--- config.mk ---
export PLATFORM = sky130hd
export DESIGN_NAME = pe_array_ctrl_flat
export DESIGN_NICKNAME = d
export VERILOG_FILES = /design/src/rtl/pe_array_ctrl_if.sv /design/src/rtl/pe_array_ctrl.sv /design/src/flat_wrapper.sv
export SDC_FILE = /design/constraint.sdc
export NUM_CORES = 1
export LEC_CHECK = 0
export CORE_ASPECT_RATIO = 1.25
export CORE_UTILIZATION = 49
export CTS_BUF_LIST = sky130_fd_sc_hd__clkbuf_8 sky130_fd_sc_hd__clkbuf_16
export DETAILED_ROUTE_END_ITERATION = 8
export PLACE_DENSITY = 0.88
export SLEW_MARGIN = 20
export SYNTH_ARGS = -nofsm -noshare
export SYNTH_HDL_FRONTEND = slang
export SYNTH_SLANG_ARGS = --single-unit
--- constraint.sdc ---
create_clock -name I_CLK -period 2.6 [get_ports I_CLK]
set_input_delay 0.39 -clock I_CLK [delete_from_list [all_inputs] [get_ports I_CLK]]
set_output_delay 0.39 -clock I_CLK [all_outputs]
set_load 0.02 [all_outputs]
--- src/rtl/pe_array_ctrl_if.sv ---
// pe_array_ctrl_if: job-control, buffer and array-side signals of the PE array sequencer.
// master = sequencer, slave = job control / buffers / array.
interface pe_array_ctrl_if #(parameter int N = 4, parameter int CNT_W = 8);
   logic                 I_START;
   logic [CNT_W-1:0]     I_ROWS;
   logic                 O_BUSY;
   logic                 O_W_RD_EN;
   logic [$clog2(N)-1:0] O_W_RD_ADDR;
   logic [N-1:0]         O_W_VLD;
   logic                 O_X_RD_EN;
   logic [CNT_W-1:0]     O_X_RD_ADDR;
   logic [N-1:0]         O_X_VLD;
   logic [N-1:0]         O_D_VLD;
   logic [N-1:0]         I_OUT_VLD;
   logic                 O_RES_WR_EN;
   logic [CNT_W-1:0]     O_RES_WR_ADDR;
   logic                 O_DONE;
   logic                 O_ERR;
   modport master (
      input  I_START, I_ROWS, I_OUT_VLD,
      output O_BUSY, O_W_RD_EN, O_W_RD_ADDR, O_W_VLD, O_X_RD_EN, O_X_RD_ADDR,
             O_X_VLD, O_D_VLD, O_RES_WR_EN, O_RES_WR_ADDR, O_DONE, O_ERR
   );
   modport slave (
      output I_START, I_ROWS, I_OUT_VLD,
      input  O_BUSY, O_W_RD_EN, O_W_RD_ADDR, O_W_VLD, O_X_RD_EN, O_X_RD_ADDR,
             O_X_VLD, O_D_VLD, O_RES_WR_EN, O_RES_WR_ADDR, O_DONE, O_ERR
   );
endinterface

--- src/rtl/pe_array_ctrl.sv ---
// pe_array_ctrl: per-job sequencer for an NxN systolic array (weight load, skewed X stream, result count).
// Define PE_CTRL_TIMEOUT_EN to add a DRAIN watchdog that aborts the job with O_ERR.
module pe_array_ctrl #(
   parameter int N       = 4,
   parameter int CNT_W   = 8,
   parameter int MUL_LAT = 3
) (
   input logic             I_CLK,
   input logic             I_RST_N,
   pe_array_ctrl_if.master bus
);
   localparam int AW = $clog2(N);
   localparam int SL = N + MUL_LAT;
   typedef enum logic [1:0] {IDLE, LOAD_W, STREAM, DRAIN} state_t;
   state_t                  state_q, state_d;
   logic [CNT_W-1:0]        m_q, m_d, idx_q, idx_d;
   logic [N-1:0][CNT_W-1:0] cnt_q, cnt_d;
   logic [N-1:0]            w_vld_q, w_vld_d;
   logic [SL-1:0]           sh_q, sh_d;
   logic                    done_q, done_d, err_q, err_d;
   logic                    accept, counting, last_hit, timeout;
   assign accept   = state_q == IDLE && !done_q && bus.I_START;
   assign counting = state_q == STREAM || state_q == DRAIN;
   assign last_hit = cnt_d[N-1] == m_q;
`ifdef PE_CTRL_TIMEOUT_EN
   localparam int WD_LIM = N + MUL_LAT + 16;
   localparam int WW     = $clog2(WD_LIM + 1);
   logic [WW-1:0] wd_q;
   always_ff @(posedge I_CLK)
      wd_q <= (!I_RST_N || state_q != DRAIN) ? '0 : wd_q + 1'b1;
   assign timeout = state_q == DRAIN && !last_hit && wd_q == WW'(WD_LIM - 1);
`else
   assign timeout = 1'b0;
`endif
   always_ff @(posedge I_CLK)
      if (!I_RST_N) begin
         state_q <= IDLE;
         m_q     <= '0;
         idx_q   <= '0;
         cnt_q   <= '0;
         w_vld_q <= '0;
         sh_q    <= '0;
         done_q  <= 1'b0;
         err_q   <= 1'b0;
      end else begin
         state_q <= state_d;
         m_q     <= m_d;
         idx_q   <= idx_d;
         cnt_q   <= cnt_d;
         w_vld_q <= w_vld_d;
         sh_q    <= sh_d;
         done_q  <= done_d;
         err_q   <= err_d;
      end
   always_comb begin
      state_d = state_q;
      m_d     = m_q;
      idx_d   = idx_q;
      done_d  = 1'b0;
      err_d   = 1'b0;
      case (state_q)
         IDLE:
            if (accept) begin
               m_d   = bus.I_ROWS;
               idx_d = '0;
               if (bus.I_ROWS == '0) done_d = 1'b1;
               else state_d = LOAD_W;
            end
         LOAD_W: begin
            idx_d = idx_q + 1'b1;
            if (idx_q == CNT_W'(N - 1)) begin
               idx_d   = '0;
               state_d = STREAM;
            end
         end
         STREAM: begin
            idx_d = idx_q + 1'b1;
            if (idx_q == m_q - 1'b1) state_d = DRAIN;
         end
         DRAIN:
            if (last_hit || timeout) begin
               state_d = IDLE;
               done_d  = 1'b1;
               err_d   = timeout;
            end
         default: state_d = IDLE;
      endcase
   end
   // Per-column result counters saturate at M so surplus strobes never produce writes.
   always_comb begin
      cnt_d = cnt_q;
      for (int c = 0; c < N; c++)
         if (counting && bus.I_OUT_VLD[c] && cnt_q[c] != m_q) cnt_d[c] = cnt_q[c] + 1'b1;
      if (accept) cnt_d = '0;
   end
   // sh_q[k] is the X read enable delayed k+1 cycles, so sh_q[0] is x_iss.
   always_comb begin
      w_vld_d = state_q == LOAD_W ? N'(1) << idx_q[AW-1:0] : '0;
      sh_d    = timeout ? '0 : {sh_q[SL-2:0], state_q == STREAM};
   end
   always_comb begin
      bus.O_BUSY        = state_q != IDLE || done_q;
      bus.O_W_RD_EN     = state_q == LOAD_W;
      bus.O_W_RD_ADDR   = state_q == LOAD_W ? idx_q[AW-1:0] : '0;
      bus.O_W_VLD       = w_vld_q;
      bus.O_X_RD_EN     = state_q == STREAM;
      bus.O_X_RD_ADDR   = state_q == STREAM ? idx_q : '0;
      bus.O_X_VLD       = sh_q[N-1:0];
      bus.O_D_VLD       = sh_q[SL-1:MUL_LAT];
      bus.O_RES_WR_EN   = counting && bus.I_OUT_VLD[0] && cnt_q[0] != m_q;
      bus.O_RES_WR_ADDR = cnt_q[0];
      bus.O_DONE        = done_q;
      bus.O_ERR         = err_q;
   end
endmodule

--- src/flat_wrapper.sv ---
// flat-port wrapper written by rule: the top's interface ports become plain ports
module pe_array_ctrl_flat 
#(
   parameter int N       = 4,
   parameter int CNT_W   = 8,
   parameter int MUL_LAT = 3
)
  (I_CLK, I_RST_N, bus_I_START, bus_I_ROWS, bus_I_OUT_VLD, bus_O_BUSY, bus_O_W_RD_EN, bus_O_W_RD_ADDR, bus_O_W_VLD, bus_O_X_RD_EN, bus_O_X_RD_ADDR, bus_O_X_VLD, bus_O_D_VLD, bus_O_RES_WR_EN, bus_O_RES_WR_ADDR, bus_O_DONE, bus_O_ERR);
  pe_array_ctrl_if #(.N(N), .CNT_W(CNT_W)) bus_i ();
  input logic I_CLK;
  input logic I_RST_N;
  input wire logic [$bits(bus_i.I_START)-1:0] bus_I_START;
  input wire logic [$bits(bus_i.I_ROWS)-1:0] bus_I_ROWS;
  input wire logic [$bits(bus_i.I_OUT_VLD)-1:0] bus_I_OUT_VLD;
  output wire logic [$bits(bus_i.O_BUSY)-1:0] bus_O_BUSY;
  output wire logic [$bits(bus_i.O_W_RD_EN)-1:0] bus_O_W_RD_EN;
  output wire logic [$bits(bus_i.O_W_RD_ADDR)-1:0] bus_O_W_RD_ADDR;
  output wire logic [$bits(bus_i.O_W_VLD)-1:0] bus_O_W_VLD;
  output wire logic [$bits(bus_i.O_X_RD_EN)-1:0] bus_O_X_RD_EN;
  output wire logic [$bits(bus_i.O_X_RD_ADDR)-1:0] bus_O_X_RD_ADDR;
  output wire logic [$bits(bus_i.O_X_VLD)-1:0] bus_O_X_VLD;
  output wire logic [$bits(bus_i.O_D_VLD)-1:0] bus_O_D_VLD;
  output wire logic [$bits(bus_i.O_RES_WR_EN)-1:0] bus_O_RES_WR_EN;
  output wire logic [$bits(bus_i.O_RES_WR_ADDR)-1:0] bus_O_RES_WR_ADDR;
  output wire logic [$bits(bus_i.O_DONE)-1:0] bus_O_DONE;
  output wire logic [$bits(bus_i.O_ERR)-1:0] bus_O_ERR;
  assign bus_i.I_START = bus_I_START;
  assign bus_i.I_ROWS = bus_I_ROWS;
  assign bus_i.I_OUT_VLD = bus_I_OUT_VLD;
  assign bus_O_BUSY = bus_i.O_BUSY;
  assign bus_O_W_RD_EN = bus_i.O_W_RD_EN;
  assign bus_O_W_RD_ADDR = bus_i.O_W_RD_ADDR;
  assign bus_O_W_VLD = bus_i.O_W_VLD;
  assign bus_O_X_RD_EN = bus_i.O_X_RD_EN;
  assign bus_O_X_RD_ADDR = bus_i.O_X_RD_ADDR;
  assign bus_O_X_VLD = bus_i.O_X_VLD;
  assign bus_O_D_VLD = bus_i.O_D_VLD;
  assign bus_O_RES_WR_EN = bus_i.O_RES_WR_EN;
  assign bus_O_RES_WR_ADDR = bus_i.O_RES_WR_ADDR;
  assign bus_O_DONE = bus_i.O_DONE;
  assign bus_O_ERR = bus_i.O_ERR;
  pe_array_ctrl #(.N(N), .CNT_W(CNT_W), .MUL_LAT(MUL_LAT)) u_core (.I_CLK(I_CLK), .I_RST_N(I_RST_N), .bus(bus_i));
endmodule
==> summary.txt <==
Power and ir drop
  – Psw: 985 uW
  – Sequential power share: 0.321
  – Internal Pwr Total: 1.56 mW
  – Peak supply drop: 414 uV
  – Clock power frac: 0.221
  – Power Dens Cells: 669 nW/um^2
  – Combinational power share: 0.458
  – Pleak: 1.46 nW
  – Switch share: 0.387

Drt
  – First-pass DRT Iterations: 5
  – DR vias/cell: 5.73
  – Drt wl/cell: 16.4 um
  – Routed via count: 2832
  – DRT antenna net count: 0
  – Detailed router's first-iteration violation count: 204
  – Routed WL: 8130 um
  – DRC violations left: 0

GRT
  – First-pass GRT wire length: 12800 um
  – Grt ovf: 0
  – Global-route usage over all layers: 0.251
  – Initial antenna violation count: 0
  – Largest net degree at the start of global routing: 31
  – Vias in the first global route: 2808

Layout
  – Fin util: 0.646
  – Fill cells: 490
  – Nets: 435
  – Share of cells above drive strength 1: 0.189
  – Design Area, Final: 3810 um^2
  – Area Growth Syn to Fin: 24.7%
  – Antenna cell count: 0

Placement
  – Post-detail-place hpwl: 5670 um
  – Final RePlAce weighted congestion: 0.910
  – Post-placement cell area: 3570 um^2
  – Port buffer count: 47

Synth
  – Adder-cell share of the synthesized area: 0.0328
  – Syn Inst Count: 362
  – Post-synthesis instance area: 3060 um^2
  – Post-synthesis register bit count: 46
  – Synth Flop Type: dfxtp_1
  – Mux cell area share after synthesis: 0.0229
  – Mapped Avg Cell Area: 8.44 um^2
  – Sequential area share after synthesis: 0.301
  – Mapped Nets: 385
  – Xor/xnor cell area share of the yosys netlist: 0.134
  – Post-synthesis cell type count: 57
  – Synth Area in Simple Gates: 0.253
  – Compound-Gate Fraction of Synth Area: 0.150
  – FFs w/ async S/R, synth: 0
  – Yosys warnings: 0
  – Post-synth EDFFs: 0
  – Main combinational cell family by area after synthesis: simple AND/OR/NAND/NOR gates

Hold path
  – Worst hold path class: reg2reg
  – HP Start: u_core.sh_q[5]
  – Hold path depth: 1
  – Hold EP: u_core.sh_q[6]

Setup path
  – Critical Path Fanout Max: 7
  – CP endpoint kind: flip-flop
  – Arrival time at the worst endpoint: 2740 ps
  – Worst R2R Setup Slack: 80 ps
  – Reg2reg start: u_core.state_q[0]
  – CP Launch Type: flip-flop
  – Crit Path Class: reg2reg
  – Req. time, crit path: 2830 ps
  – Worst R2R Path Depth: 9
  – Worst R2R End: u_core.state_q[0]

Clock network
  – Clk sinks: 46
  – CTS tree: done
  – Skew-Pair Late Insertion Delay: 310 ps
  – CTS Buf Count: 5
  – Root Driver: clkbuf_8
  – # H-tree levels: 2
  – Clock tree buffer depth: 2
  – Reg clk slew, reported paths: 90 ps

Timing
  – Final period utilization: 0.968
  – Period minus WS final: 2520 ps
  – Clk_skew: 13.7 ps
  – Slew Viols, Final: 0
  – Maximum clock rate: 397 MHz
  – Final Setup Violations: 0
  – Setup TNS: 0 ps
  – Final hold vios: 0

Floorplanning
  – Io pins: 51
  – Die area: 6560 um^2
  – CORE AREA: 5900 um^2
  – Initial Utilization: 0.518
  – Chip width: 72.6 um
  – Die Ht: 90.3 um
  – FP Rows: 31

Flow run
  – Number of max-cap violations: 0

Outcome
  – Outcome: complete, no violations
-- final cells by class --
class                           count  area (um^2)  area share
Clock buffer                        6         82.6      0.0217
Multi-Input combinational cell    271         1920       0.504
Tap cell                           82          103      0.0269
Sequential cell                    46          933       0.245
Timing Repair Buffer               78          703       0.185
Inverter                           10         37.5     0.00986
Clock inverter                      1         30.0     0.00788
-- worst max-delay path, cell delays in order, from the launching register on --
cell       delay [ps]
dfxtp_2           370
inv_2              90
ha_4              200
o2111ai_1         140
buf_4             190
or4_4             500
and2_4            190
o311ai_4          330
a41oi_2           210
mux2i_1           210
-- registers in the layout, indices dropped and copies added (netlist names) --
signal                    flops
u_core.bus.O_RES_WR_ADDR      8
u_core.cnt_q                  8
u_core.idx_q                  8
u_core.m_q                    8
u_core.sh_q                   7
u_core.bus.O_W_VLD            4
u_core.state_q                2
u_core.bus.O_DONE             1
-- metrics by stage --
| stage | total power, mW | setup slack, ps | std cells | hold WS (ps) |
|---|---|---|---|---|
| 3_5_place_dp | 1.88 | -27.1 | 485 | 446 |
| 2_1_floorplan | 1.59 | 33.5 | 362 | 466 |
| 4_1_cts | 2.47 | 5.20 | 492 | 469 |
| 5_1_grt | 2.68 | -23.1 | 494 | 485 |
| 6_report | 2.55 | 82.7 | 494 | 462 |
| 3_3_place_gp | 1.84 | 14.3 | 485 | 440 |
-- how the worst max path moves through the flow --
stage / slack (ps) / to / cells after the start / start
final: 80 / u_core.state_q[0] / 9 / u_core.state_q[0]
after global routing: -20 / u_core.state_q[0] / 8 / u_core.m_q[1]
after CTS: 5 / u_core.state_q[1] / 8 / u_core.state_q[1]
after detailed placement: -30 / u_core.state_q[0] / 9 / bus_I_OUT_VLD[3]
after global placement: 10 / u_core.state_q[1] / 9 / bus_I_OUT_VLD[3]
after floorplan: 30 / u_core.state_q[0] / 9 / u_core.state_q[0]
-- placed cells by master, fill, tap and decap left out, types with 3 or more instances in the layout --
master | netlist | layout
nor3b_1 | 6 | 6
or4_1 | 5 | 4
xnor2_1 | 17 | 17
mux2i_1 | 7 | 7
nor2_1 | 22 | 22
nand3_1 | 9 | 9
a21oi_1 | 10 | 9
ha_1 | 8 | 4
nor3_1 | 7 | 7
xor2_2 | 0 | 6
and2_1 | 21 | 19
xor2_1 | 27 | 21
nor4_1 | 6 | 6
clkbuf_8 | 4 | 6
inv_1 | 10 | 9
or2_2 | 3 | 3
nand2_1 | 41 | 41
dfxtp_1 | 46 | 36
nor2b_1 | 7 | 7
nand2b_1 | 3 | 3
buf_4 | 10 | 31
dfxtp_2 | 0 | 10
and3_1 | 7 | 7
clkdlybuf4s50_1 | 0 | 47
nand4_1 | 3 | 3
o21ai_0 | 18 | 18
a21boi_0 | 8 | 8
-- metal layers --
layer  up-vias  part of all wire  GRT usage
met3        45             0.070     0.0670
met5         -                 0          0
met2       139              0.52      0.437
met4         0             0.045      0.149
li1       1323                 -          -
met1      1325              0.37      0.264
-- power by group through the flow --
stage          Clock, mW  Sequential (mW)  Combinational (mW)
6_report           0.564            0.817                1.17
5_1_grt            0.598            0.822                1.26
4_1_cts            0.565            0.802                1.11
3_5_place_dp           0            0.812                1.07
3_3_place_gp           0            0.809                1.04
2_1_floorplan          0            0.805               0.789
-- what timing repair did --
action                                  in CTS  in global routing
pin swaps                                    1                 10
endpoints found under the setup margin       2                  4
resized for setup                            7                 23
hold buffers                                 0                  0
cloned                                       0                  0
buffers inserted                             0                  2
-- synthesized netlist by cell type, types with 6 or more instances --
master    count  area share
nand3_1       9       0.015
inv_1        10       0.012
nand2_1      41       0.050
a21boi_0      8       0.020
nor3b_1       6       0.015
nor3_1        7       0.011
ha_1          8       0.033
o21ai_0      18       0.029
nor4_1        6       0.012
xnor2_1      17       0.049
mux2i_1       7       0.023
and2_1       21       0.043
xor2_1       27       0.077
nor2_1       22       0.027
buf_4        10       0.025
nor2b_1       7       0.014
and3_1        7       0.014
clkbuf_1      9       0.011
a21oi_1      10       0.016
dfxtp_1      46        0.30
-- cells by family after synthesis --
kind of cell,count (synthesis)
buffers and inverters,45
multiplexers,7
flip-flops,46
XOR/XNOR,45
AO/OA/AOI/OAI,63
adder cells (fa/ha/maj),8
other,1
AND/OR/NAND/NOR,147
No activity file was read; power rests on OpenSTA's default activity.
